<file path="config.mk">
export PLATFORM = sky130hd
export DESIGN_NAME = ula181_serial
export DESIGN_NICKNAME = d
export VERILOG_FILES = /design/src/rtl/ula181_serial.sv
export SDC_FILE = /design/constraint.sdc
export NUM_CORES = 1
export LEC_CHECK = 0
export CAP_MARGIN = 20
export CORE_MARGIN = 2
export CORE_UTILIZATION = 60
export CTS_CLUSTER_DIAMETER = 100
export DETAILED_ROUTE_END_ITERATION = 12
export PLACE_DENSITY = 0.84
export SYNTH_ARGS = -nofsm -noshare
export SYNTH_HDL_FRONTEND = slang
export SYNTH_SLANG_ARGS = --single-unit
</file>
<file path="constraint.sdc">
create_clock -name clk -period 8.4 [get_ports clk]
set_input_delay 2.1 -clock clk [delete_from_list [all_inputs] [get_ports clk]]
set_output_delay 2.1 -clock clk [all_outputs]
set_load 0.03 [all_outputs]
</file>
<file path="src/rtl/ula181_serial.sv">
// ula181_serial: bit-serial-by-nibble 74181-style ALU.
// Each request is evaluated one 4-bit slice per cycle, LSB slice first, with the
// carry chained between slices. Requests and results use valid/ready handshakes.
// Optional feature macro: ULA181_OVERFLOW_EN adds a registered signed-overflow output 'ovf'.
module ula181_serial #(
  parameter int unsigned NIBBLES = 4
) (
  input  logic                 clk,
  input  logic                 rst,
  input  logic                 in_valid,
  output logic                 in_ready,
  input  logic [4*NIBBLES-1:0] a,
  input  logic [4*NIBBLES-1:0] b,
  input  logic [3:0]           s,
  input  logic                 m,
  input  logic                 cin,
  output logic                 out_valid,
  input  logic                 out_ready,
  output logic [4*NIBBLES-1:0] f,
  output logic                 cout,
  output logic                 aeqb,
  output logic                 busy
`ifdef ULA181_OVERFLOW_EN
  ,
  output logic                 ovf
`endif
);

  localparam int unsigned W  = 4 * NIBBLES;
  localparam int unsigned CW = (NIBBLES > 1) ? $clog2(NIBBLES) : 1;
  localparam logic [CW-1:0] LAST = CW'(NIBBLES - 1);

  typedef enum logic [1:0] {
    IDLE,
    EXEC,
    DONE
  } state_t;

  state_t         state, state_next;
  logic [W-1:0]   a_r, b_r, f_r;
  logic [3:0]     s_r;
  logic           m_r;
  logic           carry;
  logic [CW-1:0]  cnt;
  logic           cout_r, aeqb_r;

  logic [CW+1:0]  base;
  logic [3:0]     sa, sb, x, y, lnib, nib;
  logic [4:0]     sum;
  logic           slice_cout;
  logic [W-1:0]   res_next;
`ifdef ULA181_OVERFLOW_EN
  logic           slice_c3;
  logic           ovf_r;
`endif

  // Evaluate the current slice: operand select, 4-bit add or logic function, and merge into the result
  always_comb begin
    base = {cnt, 2'b00};
    sa   = a_r[base +: 4];
    sb   = b_r[base +: 4];
    x    = '0;
    y    = '0;
    case (s_r)
      4'b0000: begin x = sa;        y = '0;        end
      4'b0001: begin x = sa | sb;   y = '0;        end
      4'b0010: begin x = sa | ~sb;  y = '0;        end
      4'b0011: begin x = '1;        y = '0;        end
      4'b0100: begin x = sa;        y = sa & ~sb;  end
      4'b0101: begin x = sa | sb;   y = sa & ~sb;  end
      4'b0110: begin x = sa;        y = ~sb;       end
      4'b0111: begin x = sa & ~sb;  y = '1;        end
      4'b1000: begin x = sa;        y = sa & sb;   end
      4'b1001: begin x = sa;        y = sb;        end
      4'b1010: begin x = sa | ~sb;  y = sa & sb;   end
      4'b1011: begin x = sa & sb;   y = '1;        end
      4'b1100: begin x = sa;        y = sa;        end
      4'b1101: begin x = sa | sb;   y = sa;        end
      4'b1110: begin x = sa | ~sb;  y = sa;        end
      default: begin x = sa;        y = '1;        end
    endcase
    sum = {1'b0, x} + {1'b0, y} + {4'b0000, carry};

    lnib = '0;
    case (s_r)
      4'b0000: lnib = ~sa;
      4'b0001: lnib = ~(sa | sb);
      4'b0010: lnib = ~sa & sb;
      4'b0011: lnib = '0;
      4'b0100: lnib = ~(sa & sb);
      4'b0101: lnib = ~sb;
      4'b0110: lnib = sa ^ sb;
      4'b0111: lnib = sa & ~sb;
      4'b1000: lnib = ~sa | sb;
      4'b1001: lnib = ~(sa ^ sb);
      4'b1010: lnib = sb;
      4'b1011: lnib = sa & sb;
      4'b1100: lnib = '1;
      4'b1101: lnib = sa | ~sb;
      4'b1110: lnib = sa | sb;
      default: lnib = sa;
    endcase

    nib        = m_r ? lnib : sum[3:0];
    slice_cout = ~m_r & sum[4];
`ifdef ULA181_OVERFLOW_EN
    // carry into the slice MSB recovered from its sum bit and operand bits
    slice_c3   = ~m_r & (x[3] ^ y[3] ^ sum[3]);
`endif
    res_next             = f_r;
    res_next[base +: 4]  = nib;
  end

  // Next-state logic for the IDLE -> EXEC -> DONE sequence
  always_comb begin
    state_next = state;
    case (state)
      IDLE:    if (in_valid) state_next = EXEC;
      EXEC:    if (cnt == LAST) state_next = DONE;
      DONE:    if (out_ready) state_next = IDLE;
      default: state_next = IDLE;
    endcase
  end

  // State register and datapath: capture request, accumulate slices, latch final flags
  always_ff @(posedge clk) begin
    if (rst) begin
      state  <= IDLE;
      a_r    <= '0;
      b_r    <= '0;
      s_r    <= '0;
      m_r    <= 1'b0;
      carry  <= 1'b0;
      cnt    <= '0;
      f_r    <= '0;
      cout_r <= 1'b0;
      aeqb_r <= 1'b0;
`ifdef ULA181_OVERFLOW_EN
      ovf_r  <= 1'b0;
`endif
    end else begin
      state <= state_next;
      case (state)
        IDLE: begin
          if (in_valid) begin
            a_r   <= a;
            b_r   <= b;
            s_r   <= s;
            m_r   <= m;
            carry <= cin & ~m;
            cnt   <= '0;
          end
        end
        EXEC: begin
          f_r   <= res_next;
          carry <= slice_cout;
          if (cnt == LAST) begin
            cout_r <= slice_cout;
            aeqb_r <= &res_next;
`ifdef ULA181_OVERFLOW_EN
            ovf_r  <= slice_c3 ^ slice_cout;
`endif
          end else begin
            cnt <= cnt + 1'b1;
          end
        end
        default: ;
      endcase
    end
  end

  assign in_ready  = (state == IDLE);
  assign out_valid = (state == DONE);
  assign busy      = (state != IDLE);
  assign f         = f_r;
  assign cout      = cout_r;
  assign aeqb      = aeqb_r;
`ifdef ULA181_OVERFLOW_EN
  assign ovf       = ovf_r;
`endif

endmodule

</file>
Word-level counts from Yosys, hierarchy flattened --
Index checks and enable logic that the tools add are counted.
Word-level totals: word-level logic and storage cells 85, bits of input ports 42, output and inout bits 21, register bits after elaboration 60
Operators by class: muxes and demuxes 14, add/sub/neg operators 4, bitwise gates (word level) 16, reductions and logical operators 16, eq/ne operators 21, shift-type cells 4
Operators by type and width (count):
- one-hot mux 4 bit (15 select lines) | 1
- indexed part select 16 x 5 -> 4 bit | 2
- == test 4 bit, second input constant | 7
- one-hot mux 4 bit (6 select lines) | 1
- inverter 4 bit | 5
- one-hot mux 4 bit (5 select lines) | 1
- bitwise mux 16 bit | 1
- == test 4 x 3 -> 1 bit, second input constant | 4
- AND reduction 16 bit | 1
- variable shift 4 x 6 -> 16 bit, first input constant | 1
- indexed part select 4 x 6 -> 16 bit | 1
- AND 4 bit | 3
- bitwise OR 4 bit | 3
- 2-to-1 mux 2 bit | 5
- OR reduction 3 bit | 3
- == test 4 x 2 -> 1 bit, second input constant | 2
- inequality test 2 bit, second input constant | 3
- negation 4 -> 6 bit | 1
- one-hot mux 2 bit (3 select lines) | 1
- AND reduction 2 bit | 3
- AND reduction 3 bit | 2
- adder 4 x 4 -> 5 bit | 1
- adder 5 x 1 -> 5 bit | 1
- == test 2 bit, second input constant | 2
- other kinds (16) | 20

Logic depth before layout (Yosys ltp) --
depth in word-level cells 10, mapped depth 19, depth with buffers taken out 17

Worst setup path after synthesis --
Ideal clock, no wire load.
path kind register to register, start register cnt[0], end register aeqb_r, in the netlist aeqb, setup time 0.084 ns, buffers on the path 1, setup slack 3.906 ns, cell stages (with the launch flop) 17, clock period less this slack 4.494 ns, required time 8.316 ns, data arrival time 4.409 ns, cell sequence dfxtp_1 > buf_6 > mux4_1 > ha_1 > and3b_1 > o21ai_0 > o221a_2 > nand2_1 > nand2_1 > o21ai_0 > a221o_1 > ha_1 > or4b_2 > and3_1 > a221oi_1 > or4b_1 > o31ai_2
On the way: word-level cells in the longest chain between the ends 10, elaborated cells between the ends (all ways) 27, those cells by class add/sub: 3; eq/ne: 1; shift: 4; mux: 5; bitwise: 12; reduce/logical: 2
Ends and longest elaborated chain:
- start, declared | RTL line 44 | logic [CW-1:0] cnt;
- start signal, assigned | RTL line 164 | cnt <= cnt + 1'b1;
- indexed part select 16 x 5 -> 4 bit | RTL line 61 | sb = b_r[base +: 4];
- inverter 4 bit
- AND 4 bit or bitwise OR 4 bit (tied branches)
- one-hot mux 4 bit (6 select lines) or one-hot mux 4 bit (5 select lines) (tied branches) | RTL line 64 | case (s_r)
- adder 4 x 4 -> 5 bit | RTL line 82 | sum = {1'b0, x} + {1'b0, y} + {4'b0000, carry};
- adder 5 x 1 -> 5 bit | RTL line 82
- 2-to-1 mux 4 bit | RTL line 104 | nib = m_r ? lnib : sum[3:0];
- indexed part select 4 x 6 -> 16 bit | RTL line 111 | res_next[base +: 4] = nib;
- bitwise mux 16 bit | RTL line 111
- AND reduction 16 bit | RTL line 159 | aeqb_r <= &res_next;
- end signal, assigned | RTL line 159
- end, declared | RTL line 45 | logic cout_r, aeqb_r;
Several ways; a longest one is shown, not always the timed one. A chain may end at the register's enable or synchronous reset.

Worst setup path in the final report --
Ends and elaborated chain as after synthesis.

==> metrics <==
fin crit period=roughly 5.3 ns; Yosys warning total=0; status=finished, final reports clean; register area share after synthesis=between 20 and 30%; die width=just under 90 um; largest area contributor in the netlist=dfxtp_1; CTS tree=done; WP data arrival=between 5 and 6 ns; Worst-Margin Slew=1.10 ns; register area=1200 um2; Initial Util=approximately 63%; HP Class=reg -> reg; Hold Crit Start=cout; Post-synth EDFFs=0; Fin Hold WS=0.457 ns; CTS clk-pin slew, worst paths=around 0.08 ns; Setup Fix Bufs, Post-CTS=0; final setup violation count=0; post-synth net total=around 630; pins over their slew limit=0; Clk Latency, worst-skew pair=0.35 ns; achievable frequency=189 MHz; Setup crit end kind=flop; WHS Path Cells=2; # diodes=0; leakage=about 1.9 nW; root buf cell=clkbuf_8; Synth area leaders=dfxtp_1 (28%), nand2_1 (9.3%), ha_1 (7.3%), a21oi_1 (7.0%), nor2_1 (3.9%); Routed Antenna Nets=0; Slew Limit Headroom=between 20% and 30%; Layout Nets=~670; Req. time, crit path=8.66 ns; share of layout cells above drive strength 1=approximately 8.1%; TNS Setup=0 ns; number of I/O pins=between 60 and 70; post-cts sizing count=0; reg2reg path depth=17; CP endpoint=aeqb; Pwr Density=~150 nW/um2; startpoint types=flop; HPWL Detailed=~9000 um; Post-DP Area=4890 um2; unrepaired setup endpoints after global routing=false; row count=30; reg2reg end=aeqb; Syn Area/Cell=a little under 8 um2; GP Congestion=~1; total CTS buffers=9; GRT Total Usage=a little under a third; largest net degree at the start of global routing=62; P&R area growth vs syn=19.4%; # port buffers=between 60 and 70; WL final=about 13000 um; Synth cell types=75; Synth async-reset ratio=0%; Max clock buf depth=2; count of final hold-check violations=0; Main synth FF type=dfxtp_1; count leader, synth=nand2_1; drt wl/cell=17.9 um; Seq cells post-synth=60; Mapped Area=between 4000 and 5000 um2; Tcrit/Tclk final=63.1%; worst clock skew=between 0.01 and 0.015 ns; FF-to-FF Start=cnt[0]; design area=between 5000 and 6000 um2; detailed-route DRC error count=0; DRT Pass-1 Iters=5; Post-Synthesis Cells=between 500 and 600; initial antenna violation count=0; H-tree levels=3; die area=roughly 8000 um2; Crit Path Class=reg -> reg; CP Max Fanout=18; fill cell count=529; top post-synthesis cells by count=nand2_1 (107), a21oi_1 (60), dfxtp_1 (60); first-pass GRT wire length=just under 20000 um; vias in the first global route=~4000; global route total overflow=0; Chip Height=~89 um; cts hold-fix bufs=0; max-cap violation count=0; flop2flop setup slack=just over 3 ns; routed vias/inst=between 6 and 7; share of the synthesized area in the top cell type=27.9%; initial DRC count=around 490; Multi-input gate area=between 2000 and 3000 um2; peak supply drop=0.000118 V; CP startpoint=cnt[0]; Via Count=4453; CTS Sinks=60; Core Region=around 6900 um2
==> worst min path at each step <==
stage / endpoint / slack, ns
3_3_place_gp: a_r[15] / 0.44
6_report: cout / 0.46
4_1_cts: cout / 0.46
5_1_grt: a_r[11] / 0.48
2_1_floorplan: a_r[6] / 0.43
3_5_place_dp: a_r[10] / 0.45
==> worst max-delay path: stages, from the launching register on <==
cell	delay, ns
dfxtp_1	0.86
mux4_1	0.77
inv_1	0.13
ha_1	0.21
a22oi_1	0.08
o21ai_0	0.34
nand2b_1	0.16
a22o_1	0.13
a222oi_1	0.07
fa_1	0.45
fa_1	0.43
xor2_1	0.20
o32ai_1	0.14
nor4b_1	0.10
a31oi_1	0.24
a22oi_1	0.14
or4b_1	0.55
o31ai_2	0.22
==> power breakdown <==
| group | leakage, nW | internal, W | switching, W |
|---|---|---|---|
| registers | 0.490 | 0.000298 | 0.0000163 |
| clock network | 0.104 | 0.000139 | 0.000131 |
| logic | 1.27 | 0.0000893 | 0.000118 |
| total | 1.87 | 0.000527 | 0.000265 |
==> sequential cells by signal, summed over array words and instances (netlist names) <==
register  cells
a_r          16
aeqb          1
b_r          16
carry         1
cnt           2
cout          1
f            16
m_r           1
s_r           4
state         2
==> per-layer routing <==
| layer | track usage (%) | wire length [um] |
|---|---|---|
| met4 | 13.1 | 393 |
| met5 | 0 | 0 |
| met2 | 52.3 | 6030 |
| met1 | 40.5 | 5000 |
| met3 | 6.72 | 1160 |
==> through the flow <==
step | total power, W | setup WS [ns] | std cells | utilization [%]
3_5_place_dp | 0.000518 | 3.22 | 682 | 71.2
2_1_floorplan | 0.000457 | 3.91 | 558 | -
3_3_place_gp | 0.000513 | 3.31 | 682 | 71.2
5_1_grt | 0.000822 | 2.76 | 701 | 74.8
6_report | 0.000792 | 3.10 | 701 | 74.8
4_1_cts | 0.000782 | 3.18 | 698 | 74.1
==> layout make-up <==
cell class,count,share of cell area (%)
multi-input cells,442,55.6
flip-flops and latches,60,23.4
repair buffers,68,13.4
clock buffers,9,2.41
well taps,96,2.34
clock inverters,7,1.46
inverters,19,1.39
==> cell families (layout without fill, tap and decap cells) <==
group	Yosys count	after routing	synth area share, %
buffers and inverters	56	103	5.70
and+or+nand+nor	245	245	28.3
AOI/OAI and AO/OA	158	158	24.5
xor gates and xnor gates	1	1	0.203
muxes	11	11	5.20
adders and majority gates	27	27	8.20
DFF	60	60	27.9
==> layout by cell type (no fill, tap or decap), types with 5 or more instances in the layout <==
master             n
a211oi_1           6
a21oi_1           60
a221oi_1           5
a22oi_1           17
and2_1             7
clkbuf_8           9
clkdlybuf4s50_1   61
dfxtp_1           60
ha_1              25
inv_1             18
mux4_2             5
nand2_1          107
nand2b_1          11
nand3_1            6
nor2_1            45
nor2b_1           21
nor3_1             6
o211ai_1           6
o21ai_0           14
o22ai_1            6
Power figures use the tool's default switching activity.
